==> config.mk <==
export PLATFORM = sky130hd
export DESIGN_NAME = mem_port_arbiter
export DESIGN_NICKNAME = d
export VERILOG_FILES = /design/src/rtl/mem_port_arbiter.sv
export SDC_FILE = /design/constraint.sdc
export NUM_CORES = 1
export LEC_CHECK = 0
export CAP_MARGIN = 5
export CORE_AREA = 2 2 284 286
export CTS_BUF_LIST = sky130_fd_sc_hd__clkbuf_16
export DETAILED_ROUTE_END_ITERATION = 7
export DIE_AREA = 0 0 286 288
export PLACE_DENSITY = 0.41
export SYNTH_ARGS = -nofsm -noshare
export SYNTH_HDL_FRONTEND = slang
export SYNTH_SLANG_ARGS = --single-unit
export TNS_END_PERCENT = 50
==> constraint.sdc <==
create_clock -name clk -period 4.1 [get_ports clk]
set_clock_uncertainty 0.1 [all_clocks]
set_input_delay 0.615 -clock clk [delete_from_list [all_inputs] [get_ports clk]]
set_output_delay 0.615 -clock clk [all_outputs]
set_load 0.01 [all_outputs]
==> src/rtl/mem_port_arbiter.sv <==
// -----------------------------------------------------------------------------
// mem_port_arbiter
//
// Purpose:
//   Shares one 128-bit block memory port between the instruction cache
//   (read-only) and the data cache (block read for allocate, block write for
//   write-back). Each cache keeps its own mem_* style handshake unchanged.
//   Grants are round-robin. Only one transaction is in flight at a time, and
//   every completion is followed by a single release cycle.
//
// Handshake (both cache sides and the memory side):
//   A cache raises x_read / x_write with a stable address (and write data)
//   and holds it until it sees x_ready. x_ready is a one-cycle pulse that is
//   combinationally equal to mem_ready while that cache's transaction owns
//   the port. x_rdata is only meaningful in the cycle where x_ready is 1.
//   Toward memory, mem_read / mem_write / mem_addr / mem_wdata are registered
//   and stay stable from the cycle after the grant until mem_ready pulses.
//
// Ports:
//   clk, proc_reset_n          clock, synchronous active-low reset
//   i_read, i_addr             I-cache block read request
//   i_rdata, i_ready           I-cache read data / done pulse
//   d_read, d_write, d_addr,   D-cache block read / write-back request
//   d_wdata
//   d_rdata, d_ready           D-cache read data / done pulse
//   mem_read, mem_write,       command toward memory (registered)
//   mem_addr, mem_wdata
//   mem_rdata, mem_ready       memory read data / one-cycle done pulse
//   o_dbg_state                current FSM state (IDLE=0, BUSY_I=1,
//                              BUSY_D=2, REL=3)
// -----------------------------------------------------------------------------
module mem_port_arbiter #(
  parameter int ADDR_W = 28,
  parameter int DATA_W = 128
) (
  input  logic              clk,
  input  logic              proc_reset_n,
  // I-cache side
  input  logic              i_read,
  input  logic [ADDR_W-1:0] i_addr,
  output logic [DATA_W-1:0] i_rdata,
  output logic              i_ready,
  // D-cache side
  input  logic              d_read,
  input  logic              d_write,
  input  logic [ADDR_W-1:0] d_addr,
  input  logic [DATA_W-1:0] d_wdata,
  output logic [DATA_W-1:0] d_rdata,
  output logic              d_ready,
  // memory side
  output logic              mem_read,
  output logic              mem_write,
  output logic [ADDR_W-1:0] mem_addr,
  output logic [DATA_W-1:0] mem_wdata,
  input  logic [DATA_W-1:0] mem_rdata,
  input  logic              mem_ready,
  // debug
  output logic [1:0]        o_dbg_state
);

  typedef enum logic [1:0] {
    IDLE   = 2'd0,
    BUSY_I = 2'd1,
    BUSY_D = 2'd2,
    REL    = 2'd3
  } state_t;

  state_t            r_state;
  logic              r_last_d;     // 1: last grant went to D, 0: to I
  logic              r_mem_read;
  logic              r_mem_write;
  logic [ADDR_W-1:0] r_mem_addr;
  logic [DATA_W-1:0] r_mem_wdata;

  logic w_i_req;
  logic w_d_req;
  logic w_grant_d;
  logic w_grant_i;

  assign w_i_req = i_read;
  assign w_d_req = d_read | d_write;

  // On a tie the side that did not win last time is served. last_grant resets
  // to I, so the first tie after reset goes to D.
  assign w_grant_d = w_d_req & (~w_i_req | ~r_last_d);
  assign w_grant_i = w_i_req & ~w_grant_d;

  always_ff @(posedge clk) begin
    if (!proc_reset_n) begin
      r_state     <= IDLE;
      r_last_d    <= 1'b0;
      r_mem_read  <= 1'b0;
      r_mem_write <= 1'b0;
      r_mem_addr  <= '0;
      r_mem_wdata <= '0;
    end else begin
      case (r_state)
        IDLE: begin
          if (w_grant_d) begin
            r_state     <= BUSY_D;
            r_last_d    <= 1'b1;
            // read and write together is an error case; treated as a write
            r_mem_write <= d_write;
            r_mem_read  <= ~d_write;
            r_mem_addr  <= d_addr;
            r_mem_wdata <= d_wdata;
          end else if (w_grant_i) begin
            r_state     <= BUSY_I;
            r_last_d    <= 1'b0;
            r_mem_write <= 1'b0;
            r_mem_read  <= 1'b1;
            r_mem_addr  <= i_addr;
          end
        end
        BUSY_I, BUSY_D: begin
          // Requests may drop while busy; the transaction still runs to
          // completion because the command is held in the latched registers.
          if (mem_ready) begin
            r_state     <= REL;
            r_mem_read  <= 1'b0;
            r_mem_write <= 1'b0;
          end
        end
        REL: begin
          // Caches register their ready, so the finished requester still
          // shows its request during this cycle. Ignoring all requests here
          // keeps that stale request from starting a duplicate transaction.
          r_state <= IDLE;
        end
        default: r_state <= IDLE;
      endcase
    end
  end

  assign mem_read  = r_mem_read;
  assign mem_write = r_mem_write;
  assign mem_addr  = r_mem_addr;
  assign mem_wdata = r_mem_wdata;

  // Ready is only forwarded to the cache that owns the port; mem_ready seen
  // in IDLE or REL is dropped.
  assign i_ready = (r_state == BUSY_I) & mem_ready;
  assign d_ready = (r_state == BUSY_D) & mem_ready;

  assign i_rdata = mem_rdata;
  assign d_rdata = mem_rdata;

  assign o_dbg_state = r_state;

  // The port never carries a read and a write at the same time.
  a_no_rd_wr: assert property (@(posedge clk) !(r_mem_read && r_mem_write));

endmodule

; ---- After elaboration in Yosys (flattened, before gate mapping)
; Index checks and enable logic that the tools add are counted.
[classes]
div = 0
mul = 0
bitwise = 10
addsub = 0
reduce_logical = 8
shift = 0
order_cmp = 0
n_eq_ne = 5
mux = 14
[ops]
columns = op, n
row1 = 28-bit two-way mux, 2
row2 = 1-bit two-way mux, 6
row3 = 2-bit two-way mux, 3
row4 = 2-bit one-hot mux with 3 select lines, 1
row5 = 2-bit AND reduction, 3
row6 = 1-bit AND, 4
row7 = "2-bit equality test, second input constant", 2
row8 = 1-bit inverter, 4
row9 = 1-bit one-hot mux with 2 select lines, 2
row10 = 2-bit nonzero test, 2
row11 = "3-bit != test, second input constant", 1
row12 = 3-bit AND reduction, 1
row13 = "2-bit by 1-bit equality test with 1-bit output, second input constant", 1
row14 = 2-bit logical NOT, 1
row15 = "2-bit != test, second input constant", 1
row16 = 1-bit bitwise OR, 2
row17 = 2-bit OR reduction, 1
[totals]
n_memories = 0
out_inout_bits = 418
mem_bits_rw = 0
latchBits = 0
mem_bits_ro = 0
ff_bits = 161
word_cells = 43
inputBits = 318

; ---- Logic depth before layout (Yosys ltp)
; Gate-level depths: netlist of the first run.
[logic_depth]
ltp_word = 8
depth_mapped = 8
depth_no_buf = 5

; ---- Worst setup path after synthesis of the first run
; OpenSTA, ideal clock, no wires.
[synth_path]
path_kind = input -> register
from = input d_write
to = register r_mem_addr[10], in the netlist mem_addr[10]
setup_ns = 0.119
slack_ns = 2.347
n_path_buf = 3
arrival_time_ns = 1.534
cell_stages = 6
t_required_ns = 3.881
cell_sequence = buf_2 o31a_1 buf_2 clkbuf_1 o21ai_0 a21oi_1
[synth_via]
elab_chain_cells = 6
word_cells_on_any_way = 7
cone_classes = 1 x mux / 4 x bitwise / 2 x reduce/logical
[synth_rtl]
columns = item, line
row1 = start: declaration, 45  ; input logic d_write,
row2 = 1-bit bitwise OR (*), 81  ; assign w_d_req = d_read | d_write;
row3 = 1-bit AND (*), 85  ; assign w_grant_d = w_d_req & (~w_i_req | ~r_last_d);
row4 = 1-bit inverter, 86  ; assign w_grant_i = w_i_req & ~w_grant_d;
row5 = 1-bit AND, 86
row6 = 2-bit nonzero test (no line), n/a
row7 = 2-bit AND reduction (no line), n/a
row8 = end signal: assignment, 105  ; r_mem_addr <= d_addr;
row9 = end signal: assignment, 112  ; r_mem_addr <= i_addr;
row10 = end: declaration, 72  ; logic [ADDR_W-1:0] r_mem_addr;
; Mark *: on every way between the ends. The rest lies on a longest branch, timed or not.
; A chain may end at the register's enable or synchronous reset.

; ---- Worst setup path after layout of the first run
[layout_path]
from = input mem_ready
to = output i_ready
[layout_via]
elab_chain_cells = 1
[layout_rtl]
columns = item, line
row1 = start: declaration, 56  ; input logic mem_ready,
row2 = 1-bit AND, 142  ; assign i_ready = (r_state == BUSY_I) & mem_ready;
row3 = end: declaration, 42  ; output logic i_ready,
; No other way between the ends.

==> flow_results.xml, run 1 <==
<?xml version="1.0" encoding="UTF-8"?>
<metrics>
  <group name="run_status">
    <metric name="status" unit="">finished clean</metric>
  </group>
  <group name="sta">
    <metric name="postLayoutSetupSlackWorst" unit="ps">1550</metric>
    <metric name="worst-slew-pin-transition" unit="ps">846</metric>
    <metric name="finalCriticalPeriod" unit="ps">2550</metric>
    <metric name="finalHoldViolations" unit="">0</metric>
    <metric name="period_share" unit="">0.621</metric>
    <metric name="setup_repair_after_global_routing_missed_its_margin" unit="">false</metric>
    <metric name="clock.fmax" unit="MHz">392</metric>
    <metric name="max-slew-margin-rel" unit="">0.436</metric>
    <metric name="totalNegativeSetupSlack" unit="ps">0</metric>
    <metric name="finalMaxSlewViolations" unit="">0</metric>
    <metric name="report.final.setup_viol" unit="">0</metric>
  </group>
  <group name="clock_network">
    <metric name="htree_levels" unit="">4</metric>
    <metric name="clkSinkCount" unit="">161</metric>
    <metric name="cts.repair_timing.setup_buffer_count" unit="">0</metric>
    <metric name="cts.reportedPaths.clkPinSlew" unit="ps">70</metric>
    <metric name="hold_buffers" unit="">0</metric>
    <metric name="quantity_of_gates_resized_following_cts" unit="">0</metric>
    <metric name="cts-buffers-inserted" unit="">17</metric>
    <metric name="clock_tree_from_tritoncts" unit="">yes</metric>
    <metric name="insertion_delay" unit="ps">480</metric>
    <metric name="cts.path.max_buffers" unit="">2</metric>
    <metric name="root_buffer" unit="">sky130_fd_sc_hd__clkbuf_16</metric>
  </group>
  <group name="detailed_routing">
    <metric name="remaining_drc_errors" unit="">0</metric>
    <metric name="wl" unit="mm">35.4</metric>
    <metric name="route.met3.wl" unit="mm">3.65</metric>
    <metric name="route.top_layer_used" unit="">met5</metric>
    <metric name="routed-via-count" unit="">7378</metric>
    <metric name="drt-initial-drc-count" unit="">258</metric>
    <metric name="drt_pass1_iterations" unit="">4</metric>
    <metric name="viasPerCell" unit="">3.43</metric>
    <metric name="detail-route-antenna-nets" unit="">0</metric>
    <metric name="wire_per_inst" unit="um">16.5</metric>
    <metric name="route.met2.wl" unit="mm">15.3</metric>
    <metric name="detail_route.wirelength.met1" unit="mm">14.3</metric>
  </group>
  <group name="setup_path">
    <metric name="worstPathRequired" unit="ps">3380</metric>
    <metric name="crit_path_max_fanout" unit="">4</metric>
    <metric name="worst_setup_path_end_kind" unit="">output port</metric>
    <metric name="setup.worst_path.start_class" unit="">primary input</metric>
    <metric name="crit_type" unit="">primary input to output port</metric>
    <metric name="timing.critical_path.arrival" unit="ps">1830</metric>
  </group>
  <group name="floorplanning">
    <metric name="number_of_top_level_pins" unit="">736</metric>
    <metric name="std_cell_rows" unit="">104</metric>
    <metric name="chipWidth" unit="um">286</metric>
    <metric name="die_height" unit="um">288</metric>
    <metric name="die_area" unit="um2">82400</metric>
    <metric name="start_util" unit="">0.103</metric>
    <metric name="core_area" unit="um2">79600</metric>
  </group>
  <group name="global_route">
    <metric name="gr-usage-all-layers" unit="">0.0832</metric>
    <metric name="grt_overflow" unit="">0</metric>
    <metric name="grt_first_pass_wirelength" unit="mm">49.9</metric>
    <metric name="maximum_number_of_pins_on_one_net_before_global_route_repair" unit="">92</metric>
    <metric name="antenna_violations_before_repair" unit="">2</metric>
    <metric name="vias_in_the_first_global_route" unit="">7457</metric>
  </group>
  <group name="final_layout">
    <metric name="final_instance_count_without_filler_cells" unit="">2152</metric>
    <metric name="final_cell_area" unit="um2">11700</metric>
    <metric name="final_layout_size_suffix_gt1_frac" unit="">0.0513</metric>
    <metric name="final_net_count" unit="">1400</metric>
    <metric name="area_delta_synth_final" unit="%">41.9</metric>
  </group>
  <group name="placement">
    <metric name="gp_routability_congestion" unit="">0.707</metric>
    <metric name="numPlacedInstances" unit="">2119</metric>
    <metric name="post_placement_cell_area" unit="um2">11000</metric>
    <metric name="pre_cts_slack" unit="ps">1360</metric>
    <metric name="buffer_ports.inserted" unit="">351</metric>
    <metric name="hpwlAfterDp" unit="mm">25.4</metric>
  </group>
  <group name="pwr">
    <metric name="power.share.switching" unit="">0.401</metric>
    <metric name="part_of_the_power_in_the_clock_network" unit="">0.255</metric>
    <metric name="power_share_of_the_combinational_group" unit="">0.453</metric>
    <metric name="p_per_area" unit="nW/um2">656</metric>
    <metric name="power_switching" unit="mW">3.07</metric>
    <metric name="p_int" unit="mW">4.58</metric>
    <metric name="p_seq_frac" unit="">0.292</metric>
    <metric name="worst_case_vdd_ir_drop" unit="V">0.000267</metric>
    <metric name="p_leak" unit="nW">3.81</metric>
  </group>
  <group name="synthesis">
    <metric name="ys_seq_elements" unit="">161</metric>
    <metric name="seq_area_frac_synth" unit="">0.392</metric>
    <metric name="post_synth_inst_count" unit="">1034</metric>
    <metric name="yosys.cell_types.count" unit="">30</metric>
    <metric name="post_synth_instance_area" unit="um2">8230</metric>
    <metric name="synthesis.nets" unit="">1356</metric>
    <metric name="syn-mean-instance-area" unit="um2">7.95</metric>
    <metric name="yosys_warns" unit="">0</metric>
  </group>
  <group name="worst_hold_path">
    <metric name="worst_min_path_class" unit="">flip-flop to flip-flop</metric>
  </group>
  <group name="job">
    <metric name="max-cap-violations" unit="">0</metric>
  </group>
</metrics>
through the flow:
stage                     hold WS (ps)  total power [mW]   util
final                              374              7.65  0.147
after global routing               389              8.24  0.147
after CTS                          377              7.87  0.147
after detailed placement           367              5.82  0.138
after global placement             360              5.80  0.138
after floorplan                    388              4.23      -
cell families after synthesis:
logic type	share of synthesized area
adders and majority gates	0.00608
and+or+nand+nor	0.0993
buffers and inverters	0.282
AOI/OAI and AO/OA	0.221
DFF	0.392
metal layers:
layer | up-vias | GRT usage
li1 | 3367 | -
met4 | 2 | 0.0596
met1 | 3461 | 0.0921
met5 | - | 0.00116
met3 | 164 | 0.0413
met2 | 384 | 0.124
final timing paths:
path	cells after the start	slack (ps)	startpoint	end
hold reg to reg	2	370	mem_wdata[98]	mem_wdata[98]
setup reg to reg	6	1870	o_dbg_state[0]	mem_wdata[16]
hold / removal	2	370	mem_wdata[98]	mem_wdata[98]
setup / recovery	3	1550	mem_ready	i_ready
cells in the final DEF (no fill, tap or decap), drive strengths merged, types with 3 or more instances in the layout:
cell type,netlist,layout
o21ai,158,158
ha,4,4
clkdlybuf4s50,0,351
a21oi,185,185
nand2,31,31
clkbuf,60,17
buf,283,17
dfxtp,161,161
bufinv,0,5
inv,3,11
nand3,128,128
nor2,3,3
o31ai,3,3
state kept, by name, indices dropped and copies added (netlist names):
signal and count:
mem_write 1, o_dbg_state 2, r_last_d 1, mem_read 1, mem_addr 28, mem_wdata 128
cell type report:
type                            instances  area [um2]
Multi-Input combinational cell        526        2740
Inverter                                4        20.0
Fill cell                            9067       68000
Antenna cell                            1        2.50
Tap cell                             1060        1330
Clock buffer                           17         425
Sequential cell                       161        3220
Timing Repair Buffer                  368        3690
Clock inverter                         15         248
Yosys cell counts:
cell | number | area share
sky130_fd_sc_hd__o31a_1 | 1 | 0.0011
sky130_fd_sc_hd__inv_1 | 2 | 0.00091
sky130_fd_sc_hd__inv_2 | 1 | 0.00046
sky130_fd_sc_hd__a2bb2oi_2 | 1 | 0.0018
sky130_fd_sc_hd__nand3_1 | 128 | 0.078
sky130_fd_sc_hd__ha_1 | 4 | 0.0061
sky130_fd_sc_hd__a221o_1 | 1 | 0.0012
sky130_fd_sc_hd__clkinv_1 | 1 | 0.00046
sky130_fd_sc_hd__and2_1 | 2 | 0.0015
sky130_fd_sc_hd__dfxtp_1 | 161 | 0.39
sky130_fd_sc_hd__o2bb2ai_1 | 1 | 0.0011
sky130_fd_sc_hd__a21oi_1 | 185 | 0.11
sky130_fd_sc_hd__and3_1 | 1 | 0.00076
sky130_fd_sc_hd__buf_2 | 22 | 0.013
sky130_fd_sc_hd__nand2_1 | 31 | 0.014
sky130_fd_sc_hd__o31ai_1 | 3 | 0.0027
sky130_fd_sc_hd__o21ai_0 | 157 | 0.096
sky130_fd_sc_hd__nand4b_1 | 1 | 0.0011
sky130_fd_sc_hd__clkbuf_1 | 49 | 0.022
sky130_fd_sc_hd__a22oi_1 | 1 | 0.00091
sky130_fd_sc_hd__o21ai_1 | 1 | 0.00061
sky130_fd_sc_hd__a31oi_1 | 1 | 0.00076
sky130_fd_sc_hd__buf_1 | 1 | 0.00046
sky130_fd_sc_hd__clkbuf_2 | 11 | 0.0067
sky130_fd_sc_hd__buf_4 | 260 | 0.24
sky130_fd_sc_hd__nor2b_1 | 1 | 0.00076
sky130_fd_sc_hd__a2111o_1 | 1 | 0.0014
sky130_fd_sc_hd__nor2_1 | 3 | 0.0014
sky130_fd_sc_hd__a211o_1 | 1 | 0.0011
sky130_fd_sc_hd__nor4b_2 | 1 | 0.0018
power by group through the flow:
| stage | Clock (mW) | Sequential (mW) | Combinational [mW] |
|---|---|---|---|
| after floorplan | 0 | 2.44 | 1.79 |
| after global placement | 0 | 2.26 | 3.54 |
| after detailed placement | 0 | 2.27 | 3.55 |
| after CTS | 2.06 | 2.24 | 3.56 |
| after global routing | 2.12 | 2.29 | 3.83 |
| final | 1.95 | 2.23 | 3.47 |
critical path, cell delays in order:
cell	delay (ps)
sky130_fd_sc_hd__clkdlybuf4s50_1	520
sky130_fd_sc_hd__and2_1	140
sky130_fd_sc_hd__clkdlybuf4s50_1	550
(Power assumes the default switching activity.)
==> run 2: changes to the inputs <==
- CORE_AREA: 2 2 284 286 -> 2 2 290 292
- DIE_AREA: 0 0 286 288 -> 0 0 292 294
- clock period: 4.1 -> 2.05 ns (I/O delays scaled with it)
==> run 2 against run 1 <==
- clock-buffer cell count unchanged
- global-route usage down 0.30 points
- die area up 4.2%
- sequential share of layout area down 0.79 points
- total power up 100%
- sequential cell count unchanged
- worst setup slack worse by 1400 ps
- critical path type is now flip-flop to output port
- critical endpoint is now mem_addr[4]
- largest cell class unchanged
- highest routed layer unchanged
==> flow_results.xml, run 2 (same netlist as run 1, synthesis figures left out) <==
<?xml version="1.0" encoding="UTF-8"?>
<metrics>
  <group name="run_status">
    <metric name="status" unit="">finished clean</metric>
  </group>
  <group name="pwr">
    <metric name="power_switching" unit="mW">6.10</metric>
    <metric name="part_of_the_power_in_the_clock_network" unit="">0.236</metric>
    <metric name="post-layout-total-power" unit="mW">15.6</metric>
    <metric name="p_int" unit="mW">9.51</metric>
    <metric name="power.share.switching" unit="">0.391</metric>
    <metric name="p_seq_frac" unit="">0.288</metric>
    <metric name="worst_case_vdd_ir_drop" unit="V">0.000704</metric>
    <metric name="p_leak" unit="nW">3.99</metric>
    <metric name="power_share_of_the_combinational_group" unit="">0.476</metric>
    <metric name="p_per_area" unit="nW/um2">1300</metric>
  </group>
  <group name="global_route">
    <metric name="grt_overflow" unit="">0</metric>
    <metric name="antenna_violations_before_repair" unit="">1</metric>
    <metric name="maximum_number_of_pins_on_one_net_before_global_route_repair" unit="">85</metric>
    <metric name="vias_in_the_first_global_route" unit="">7824</metric>
    <metric name="gr-usage-all-layers" unit="">0.0802</metric>
    <metric name="grt_first_pass_wirelength" unit="mm">50.2</metric>
  </group>
  <group name="sta">
    <metric name="timing.hold.ws" unit="ps">257</metric>
    <metric name="setup_repair_after_global_routing_missed_its_margin" unit="">false</metric>
    <metric name="report.final.setup_viol" unit="">0</metric>
    <metric name="finalHoldViolations" unit="">0</metric>
    <metric name="worst-slew-pin-transition" unit="ps">547</metric>
    <metric name="clock.fmax" unit="MHz">518</metric>
    <metric name="finalCriticalPeriod" unit="ps">1930</metric>
    <metric name="max-slew-margin-rel" unit="">0.635</metric>
    <metric name="finalMaxSlewViolations" unit="">0</metric>
    <metric name="period_share" unit="">0.941</metric>
  </group>
  <group name="detailed_routing">
    <metric name="drt_pass1_iterations" unit="">4</metric>
    <metric name="wire_per_inst" unit="um">16.1</metric>
    <metric name="routed-via-count" unit="">7464</metric>
    <metric name="viasPerCell" unit="">3.40</metric>
    <metric name="drt-initial-drc-count" unit="">350</metric>
    <metric name="wl" unit="mm">35.2</metric>
    <metric name="remaining_drc_errors" unit="">0</metric>
    <metric name="detail-route-antenna-nets" unit="">0</metric>
  </group>
  <group name="setup_path">
    <metric name="timing.critical_path.arrival" unit="ps">1520</metric>
    <metric name="worst_path_max_delay_cell" unit="">sky130_fd_sc_hd__clkdlybuf4s50_1</metric>
    <metric name="timing.critical_path.max_delay_family" unit="">buffers and inverters</metric>
    <metric name="crit_path_max_fanout" unit="">2</metric>
    <metric name="setup.worst_path.start_class" unit="">flip-flop</metric>
    <metric name="critical_path.n_buffers_inverters" unit="">1</metric>
    <metric name="worstPathRequired" unit="ps">1640</metric>
    <metric name="critical_path.max_stage_delay" unit="ps">580</metric>
    <metric name="crit_type" unit="">flip-flop to output port</metric>
    <metric name="crit_chain" unit="">clkdlybuf4s50_1</metric>
    <metric name="worst_setup_path_end_kind" unit="">output port</metric>
  </group>
  <group name="clock_network">
    <metric name="cts.reportedPaths.clkPinSlew" unit="ps">80</metric>
    <metric name="insertion_delay" unit="ps">490</metric>
    <metric name="root_buffer" unit="">sky130_fd_sc_hd__clkbuf_16</metric>
    <metric name="cts-buffers-inserted" unit="">17</metric>
    <metric name="clock_tree_from_tritoncts" unit="">yes</metric>
    <metric name="htree_levels" unit="">4</metric>
    <metric name="cts.path.max_buffers" unit="">2</metric>
    <metric name="hold_buffers" unit="">0</metric>
    <metric name="clkSinkCount" unit="">161</metric>
  </group>
  <group name="floorplanning">
    <metric name="std_cell_rows" unit="">106</metric>
    <metric name="core_area" unit="um2">82900</metric>
    <metric name="die_area" unit="um2">85800</metric>
    <metric name="die_height" unit="um">294</metric>
    <metric name="chipWidth" unit="um">292</metric>
    <metric name="number_of_top_level_pins" unit="">736</metric>
    <metric name="start_util" unit="">0.0992</metric>
  </group>
  <group name="final_layout">
    <metric name="final_layout_size_suffix_gt1_frac" unit="">0.0745</metric>
    <metric name="most_frequent_cells_in_the_layout" unit="">sky130_fd_sc_hd__clkdlybuf4s50_1 (349), sky130_fd_sc_hd__a21oi_1 (185), sky130_fd_sc_hd__dfxtp_1 (159)</metric>
    <metric name="seq_area" unit="um2">3230</metric>
    <metric name="layout.cells.most_common" unit="">sky130_fd_sc_hd__clkdlybuf4s50_1</metric>
    <metric name="fillerInstances" unit="">9394</metric>
    <metric name="diodes" unit="">0</metric>
    <metric name="area_delta_synth_final" unit="%">46.2</metric>
    <metric name="final_instance_count_without_filler_cells" unit="">2194</metric>
    <metric name="final_net_count" unit="">1423</metric>
    <metric name="multi_input_area" unit="um2">2740</metric>
    <metric name="largest_register_ffs" unit="">128</metric>
  </group>
  <group name="placement">
    <metric name="numPlacedInstances" unit="">2162</metric>
    <metric name="buffer_ports.inserted" unit="">351</metric>
    <metric name="gp_routability_congestion" unit="">0.725</metric>
    <metric name="hpwlAfterDp" unit="mm">26.2</metric>
  </group>
  <group name="worst_hold_path">
    <metric name="worst_min_path_class" unit="">primary input to flip-flop</metric>
  </group>
  <group name="job">
    <metric name="max-cap-violations" unit="">0</metric>
  </group>
</metrics>
[run 2: changes by cell type in the layout (fill, tap and decap cells not counted), moves of 2 or more]
cell	delta
sky130_fd_sc_hd__dfxtp_1	-2
sky130_fd_sc_hd__buf_4	+8
sky130_fd_sc_hd__inv_2	+2
sky130_fd_sc_hd__buf_12	+15
sky130_fd_sc_hd__clkdlybuf4s50_1	-2
sky130_fd_sc_hd__dfxtp_2	+2
sky130_fd_sc_hd__inv_6	+3
[run 2: power groups by stage]
stage / combinational (mW) / clock (mW) / sequential (mW)
6_report: 7.44 / 3.69 / 4.49
5_1_grt: 8.12 / 3.99 / 4.60
4_1_cts: 7.61 / 3.93 / 4.51
3_5_place_dp: 7.58 / 0 / 4.55
3_3_place_gp: 7.53 / 0 / 4.54
2_1_floorplan: 3.57 / 0 / 4.88
[run 2: final cells by class]
| type | count | area share |
|---|---|---|
| Sequential cell | 161 | 0.268 |
| Multi-Input combinational cell | 526 | 0.228 |
| Clock inverter | 15 | 0.0180 |
| Clock buffer | 17 | 0.0354 |
| Tap cell | 1080 | 0.112 |
| Timing Repair Buffer | 391 | 0.337 |
| Inverter | 4 | 0.00166 |
[run 2: metrics by stage]
stage | worst slack [ps] | instance area (um2) | utilization | setup TNS, ps
3_5_place_dp | -162 | 11400 | 0.137 | -10610
5_1_grt | 18.5 | 12000 | 0.145 | 0
4_1_cts | 10.2 | 12000 | 0.145 | 0
2_1_floorplan | 328 | 8230 | - | 0
3_3_place_gp | -73.2 | 11400 | 0.137 | -3570
6_report | 120 | 12000 | 0.145 | 0
[run 2: layer usage]
layer  up-vias  GRT usage  share of wire
met5         -    0.00510        0.00099
met4         2     0.0548          0.052
met3       124     0.0465           0.12
met2       466      0.131           0.47
met1      3452     0.0762           0.35
li1       3420          -              -
[run 2: path summary, 6_finish.rpt]
| check | slack [ps] | cells after the start | from | end |
|---|---|---|---|---|
| worst max-delay path | 120 | 1 | mem_addr[4] | mem_addr[4] |
| worst min-delay path | 260 | 3 | i_addr[2] | mem_addr[2] |
| worst min register to register | 370 | 2 | mem_wdata[85] | mem_wdata[85] |
| worst max register to register | 380 | 5 | o_dbg_state[0] | mem_wdata[44] |
[run 2: what timing repair did]
| item | 4_1_cts | 5_1_grt |
|---|---|---|
| endpoints found under the hold margin | 0 | 0 |
| setup endpoints to repair | 2 | 0 |
| buffers inserted | 0 | 0 |
| resized for setup | 8 | 0 |
==> run 3: changes to the inputs <==
- SLEW_MARGIN: default -> 20
==> results of run 3 <==
The final DEF is identical to that of run 2; final timing and power are the same.
